`src/rtl/anc_frame_scheduler.sv`:
```
// Per-frame sequencer between the I2S2 AXIS controller and the ANC filter core:
// accept a stereo RX packet, run the filter (or bypass), emit the result as a stereo TX packet.
module anc_frame_scheduler #(
  parameter int DATA_W  = 24,
  parameter int TIMEOUT = 400
) (
  input  logic              axis_clk,
  input  logic              axis_reset,
  input  logic [31:0]       rx_axis_s_data,
  input  logic              rx_axis_s_valid,
  output logic              rx_axis_s_ready,
  input  logic              rx_axis_s_last,
  output logic [31:0]       tx_axis_m_data,
  output logic              tx_axis_m_valid,
  input  logic              tx_axis_m_ready,
  output logic              tx_axis_m_last,
  input  logic              bypass,
  output logic              filt_start,
  output logic [DATA_W-1:0] filt_ref,
  output logic [DATA_W-1:0] filt_err,
  input  logic              filt_done,
  input  logic [DATA_W-1:0] filt_out,
  output logic [15:0]       frame_cnt,
  output logic [7:0]        timeout_cnt,
  output logic [7:0]        pkt_err_cnt
);

  localparam int CNT_W = $clog2(TIMEOUT + 1);
  localparam int PAD_W = 32 - DATA_W;
  localparam logic [CNT_W-1:0] CNT_LAST = CNT_W'(TIMEOUT - 1);

  typedef enum logic [2:0] {S_RX_L, S_RX_R, S_START, S_WAIT, S_TX_L, S_TX_R} state_e;

  state_e             state_q, state_d;
  logic               rx_ready_q, rx_ready_d;
  logic               tx_valid_q, tx_valid_d;
  logic               tx_last_q, tx_last_d;
  logic               start_q, start_d;
  logic [DATA_W-1:0]  ref_q, err_q, held_q;
  logic [CNT_W-1:0]   cnt_q;
  logic [15:0]        frame_q;
  logic [7:0]         tout_q, perr_q;
  logic               rx_hs, tx_hs, wait_expired;
  logic               rx_data_unused;

  assign rx_hs          = rx_axis_s_valid & rx_ready_q;
  assign tx_hs          = tx_valid_q & tx_axis_m_ready;
  assign wait_expired   = (cnt_q == CNT_LAST);
  assign rx_data_unused = ^rx_axis_s_data[31:DATA_W];

  // NOTE: sequential state is written only with non-blocking assignments so every
  // register samples the same pre-edge values regardless of process ordering.
  always_ff @(posedge axis_clk) begin
    if (axis_reset) begin
      state_q    <= S_RX_L;
      rx_ready_q <= 1'b0;
      tx_valid_q <= 1'b0;
      tx_last_q  <= 1'b0;
      start_q    <= 1'b0;
    end else begin
      state_q    <= state_d;
      rx_ready_q <= rx_ready_d;
      tx_valid_q <= tx_valid_d;
      tx_last_q  <= tx_last_d;
      start_q    <= start_d;
    end
  end

  // NOTE: every combinational output gets a default before the case so no latch is inferred.
  always_comb begin
    state_d = state_q;
    unique case (state_q)
      S_RX_L:  if (rx_hs && !rx_axis_s_last) state_d = S_RX_R;
      S_RX_R:  if (rx_hs && rx_axis_s_last)  state_d = bypass ? S_TX_L : S_START;
      S_START: state_d = S_WAIT;
      S_WAIT:  if (filt_done || wait_expired) state_d = S_TX_L;
      S_TX_L:  if (tx_hs) state_d = S_TX_R;
      S_TX_R:  if (tx_hs) state_d = S_RX_L;
      default: state_d = S_RX_L;
    endcase
  end

  // Handshake outputs are decoded from the next state and registered, so no
  // combinational path exists from valid to ready or from done to start.
  always_comb begin
    rx_ready_d = (state_d == S_RX_L) || (state_d == S_RX_R);
    tx_valid_d = (state_d == S_TX_L) || (state_d == S_TX_R);
    tx_last_d  = (state_d == S_TX_R);
    start_d    = (state_d == S_START);
  end

  always_ff @(posedge axis_clk) begin
    if (axis_reset) begin
      ref_q   <= '0;
      err_q   <= '0;
      held_q  <= '0;
      cnt_q   <= '0;
      frame_q <= '0;
      tout_q  <= '0;
      perr_q  <= '0;
    end else begin
      unique case (state_q)
        S_RX_L: if (rx_hs) begin
          if (!rx_axis_s_last) ref_q <= rx_axis_s_data[DATA_W-1:0];
          else if (perr_q != 8'hFF) perr_q <= perr_q + 8'd1;
        end
        S_RX_R: if (rx_hs) begin
          if (rx_axis_s_last) begin
            err_q <= rx_axis_s_data[DATA_W-1:0];
            if (bypass) held_q <= ref_q;
          end else begin
            ref_q <= rx_axis_s_data[DATA_W-1:0];
            if (perr_q != 8'hFF) perr_q <= perr_q + 8'd1;
          end
        end
        S_START: cnt_q <= '0;
        S_WAIT: begin
          // Done wins over a coincident timeout; on timeout the last good sample is resent.
          if (filt_done) held_q <= filt_out;
          else begin
            cnt_q <= cnt_q + CNT_W'(1);
            if (wait_expired && tout_q != 8'hFF) tout_q <= tout_q + 8'd1;
          end
        end
        S_TX_R: if (tx_hs) frame_q <= frame_q + 16'd1;
        default: ;
      endcase
    end
  end

  assign rx_axis_s_ready = rx_ready_q;
  assign tx_axis_m_valid = tx_valid_q;
  assign tx_axis_m_last  = tx_last_q;
  assign tx_axis_m_data  = {{PAD_W{1'b0}}, held_q};
  assign filt_start      = start_q;
  assign filt_ref        = ref_q;
  assign filt_err        = err_q;
  assign frame_cnt       = frame_q;
  assign timeout_cnt     = tout_q;
  assign pkt_err_cnt     = perr_q;

endmodule
```
`config.mk`:
```
export PLATFORM = sky130hd
export DESIGN_NAME = anc_frame_scheduler
export DESIGN_NICKNAME = d
export VERILOG_FILES = /design/src/rtl/anc_frame_scheduler.sv
export SDC_FILE = /design/constraint.sdc
export NUM_CORES = 1
export LEC_CHECK = 0
export CORE_MARGIN = 3
export CORE_UTILIZATION = 60
export CTS_BUF_LIST = sky130_fd_sc_hd__clkbuf_8
export DETAILED_ROUTE_END_ITERATION = 8
export DONT_BUFFER_PORTS = 1
export GPL_ROUTABILITY_DRIVEN = 0
export MAX_ROUTING_LAYER = met4
export PLACE_DENSITY = 0.74
export SYNTH_ARGS = -nofsm -noshare
export SYNTH_HDL_FRONTEND = slang
export SYNTH_SLANG_ARGS = --single-unit
```
`constraint.sdc`:
```
create_clock -name axis_clk -period 2.1 [get_ports axis_clk]
set_input_delay 0.315 -clock axis_clk [delete_from_list [all_inputs] [get_ports axis_clk]]
set_output_delay 0.315 -clock axis_clk [all_outputs]
set_load 0.02 [all_outputs]
```
==> flow_summary.json <==
{
  "dieArea_mm2": 0.00973,
  "cp_data_arrival_time_ns": 2.27,
  "finalCritPeriodShare_pct": 93.3,
  "vias_per_cell": 6.12,
  "dpl.cell_count": 711,
  "cts.root.buffer_cell": "sky130_fd_sc_hd__clkbuf_8",
  "ys_warn_count": 0,
  "synthesis.area_per_instance_um2": 8.17,
  "timing.final.setup_violations": 0,
  "post-synth-top-count-cell": "sky130_fd_sc_hd__nand2_1",
  "maxSlewHeadroom_pct": 37.9,
  "clk_pin_slew_ns": 0.08,
  "timing.critical_path.fanout_max": 5,
  "register_to_register_path_setup_slack_ns": 0.14,
  "maximum_resistive_drop_on_vdd_mv": 0.629,
  "placed_wire_length_estimate_after_detailed_placement_um": 9110,
  "synth_common_cells": "sky130_fd_sc_hd__nand2_1 (133), sky130_fd_sc_hd__dfxtp_1 (120), sky130_fd_sc_hd__a21oi_1 (93), sky130_fd_sc_hd__nand3_1 (42)",
  "worstSetupEndpointType": "flip-flop",
  "hp-start": "rx_axis_s_data[13]",
  "cts_max_path_buffers": 2,
  "grt_pass1_wl_um": 21900,
  "first_iter_violations": 271,
  "cts.repair_timing.setup_buffer_count": 0,
  "required_ns": 2.41,
  "fillCellCount": 644,
  "cts_buffers": 17,
  "critical_path.reg2reg.endpoint": "frame_cnt[8]",
  "dpl_worst_slack_ns": 0.149,
  "sequential_cell_area_mm2": 0.00240,
  "number_of_max_cap_violations": 0,
  "final_antenna_net_count": 0,
  "criticalPathCategory": "reg2reg",
  "maximum_number_of_pins_on_one_net_before_global_route_repair": 94,
  "synth_cells": 630,
  "vias": 4692,
  "core.rowCount": 33,
  "worst_slew_pin_slew_ns": 0.927,
  "prevailing_post_synth_register_cell": "sky130_fd_sc_hd__dfxtp_1",
  "crit_family": "buffers and inverters",
  "worst_skew_ns": 0.0115,
  "port_buffers": 0,
  "fp.dieH_um": 98.6,
  "totalNegativeSetupSlack_ns": 0,
  "layout.nets": 716,
  "numClockSinks": 120,
  "antenna_found_initial": 0,
  "powerDensity_mw_per_mm2": 777,
  "rsz0062_at_grt": "no",
  "cts_tree": "done",
  "cpMaxStageDelayCell": "sky130_fd_sc_hd__dlygate4sd3_1",
  "drive_above_1_share_pct": 10.6,
  "die_w_um": 98.6,
  "cts.htree.levels": 4,
  "drc": 0,
  "drt_pass1_iterations": 5,
  "synth_enable_flop_cells": 0,
  "cp_cell_sequence": "ha_1, and4b_1, nand4_1, xor2_1, nor2_1, dlygate4sd3_1",
  "timing_max_transition_violations_final": 0,
  "critical-path-max-stage-delay_ns": 0.55,
  "multiInputGateArea_mm2": 0.00250,
  "critPathBufInv": 1,
  "syn_area_mm2": 0.00515,
  "wl_per_cell_um": 17.7,
  "min_period_ns": 1.96,
  "min_setup_slack_post_route_ns": 0.140,
  "hp-class": "in2reg",
  "floorplan.initialDensity_pct": 62.4,
  "synth-async-reset-ratio_pct": 0,
  "synth.largest_area_cell": "sky130_fd_sc_hd__dfxtp_1",
  "outcome": "completed",
  "final_cells": 767,
  "area_delta_synth_final_pct": 14.2,
  "cellLeakagePower_nw": 1.97,
  "postRouteWirelength_um": 13600,
  "timing.hold.worst_path_depth": 2,
  "antennaDiodeCount": 0,
  "seq_area_frac_synth_pct": 46.6,
  "core_mm2": 0.00826,
  "synth_seq_cells": 120,
  "worstSetupStartpointType": "flip-flop",
  "ys_types": 52,
  "final-hold-violation-count": 0,
  "num_io_pins": 179,
  "worstHoldEndpoint": "filt_err[13]",
  "rr_worst_depth": 6,
  "insertion_delay_ns": 0.43,
  "netlist.area_leader.share_pct": 46.6,
  "grt_remaining_overflow": 0,
  "post_synth_main_area_contributors": "sky130_fd_sc_hd__dfxtp_1 (47%), sky130_fd_sc_hd__nand2_1 (9.7%), sky130_fd_sc_hd__a21oi_1 (9.0%), sky130_fd_sc_hd__a311oi_1 (4.4%), sky130_fd_sc_hd__nand3_1 (4.1%)",
  "hold_slack_ns": 0.0145,
  "gr-usage-all-layers_pct": 28.4,
  "first_global_vias": 4511,
  "fmax_mhz": 510,
  "r2r-start": "frame_cnt[1]"
}
## cells in the final DEF, fill, tap and decap left out, drive strengths merged, types with 5 or more instances in the layout
master | netlist | final
clkinv | 0 | 6
xor2 | 9 | 9
or3 | 13 | 13
and3 | 7 | 7
a311oi | 26 | 26
buf | 27 | 24
nand4 | 11 | 11
or4 | 6 | 6
nand2 | 133 | 133
nor2 | 26 | 26
nand2b | 5 | 5
dfxtp | 120 | 120
a21oi | 93 | 93
nand3 | 43 | 43
xnor2 | 5 | 5
clkbuf | 27 | 17
dlygate4sd3 | 0 | 23
o31ai | 6 | 6
inv | 8 | 13
o21ai | 17 | 17
conb | 1 | 8
## stage by stage
stage	power (mW)	cell area, um^2	utilization (%)
after floorplan	2.59	5180	-
after global placement	2.59	5230	63.4
after detailed placement	2.60	5230	63.4
after CTS	4.59	5850	70.8
after global routing	4.73	5880	71.2
final	4.57	5880	71.2
## power by group
part / internal, mW / switching (mW)
Combinational: 0.0729 / 0.143
Sequential: 2.31 / 0.0715
Clock: 0.958 / 1.02
Total: 3.34 / 1.23
## cell type report
class	count	area share, %
clock inverter	15	2.45
sequential	120	40.9
multi-input combinational	455	42.5
timing repair buffer	47	7.45
clock buffer	17	3.98
inverter	8	0.511
tap	105	2.23
## state kept, by name (all words and copies together), names as in the netlist
name	flops
tx_axis_m_last	1
state_q	3
filt_ref	24
frame_cnt	16
filt_start	1
held_q	24
rx_axis_s_ready	1
tx_axis_m_valid	1
timeout_cnt	8
filt_err	24
pkt_err_cnt	8
cnt_q	9
## worst max-delay path by stage
stage	from	cells past startpoint	slack (ns)	endpoint
global route	state_q[2]	7	0.006	filt_err[6]
CTS	frame_cnt[1]	6	0.05	frame_cnt[8]
detailed placement	state_q[0]	3	0.15	held_q[19]
finish	frame_cnt[1]	6	0.14	frame_cnt[8]
floorplan	frame_cnt[3]	5	0.49	frame_cnt[15]
global placement	state_q[0]	3	0.22	held_q[1]
## what timing repair did
action	4_1_cts	5_1_grt
endpoints found under the hold margin	108	2
hold buffers	22	2
setup endpoints to repair	0	35
gates resized for setup	0	6
## layer usage
metal,track usage [%],wire [um]
met4,8.19,206
met5,-,0
met2,44.6,6570
met3,11.5,1440
met1,34.0,5370
## kinds of logic (layout without fill, tap and decap cells)
kind of cell	after synthesis	in the layout	share of synthesized area [%]
AO/OA/AOI/OAI	155	155	18.2
XOR/XNOR	14	14	2.38
adder cells (fa/ha/maj)	4	4	0.972
buffers and inverters	62	87	5.59
flip-flops	120	120	46.6
multiplexers	4	4	0.826
other	1	8	0.0728
AND/OR/NAND/NOR	270	270	25.3
Note: power is estimated with default switching activity, not from simulation.
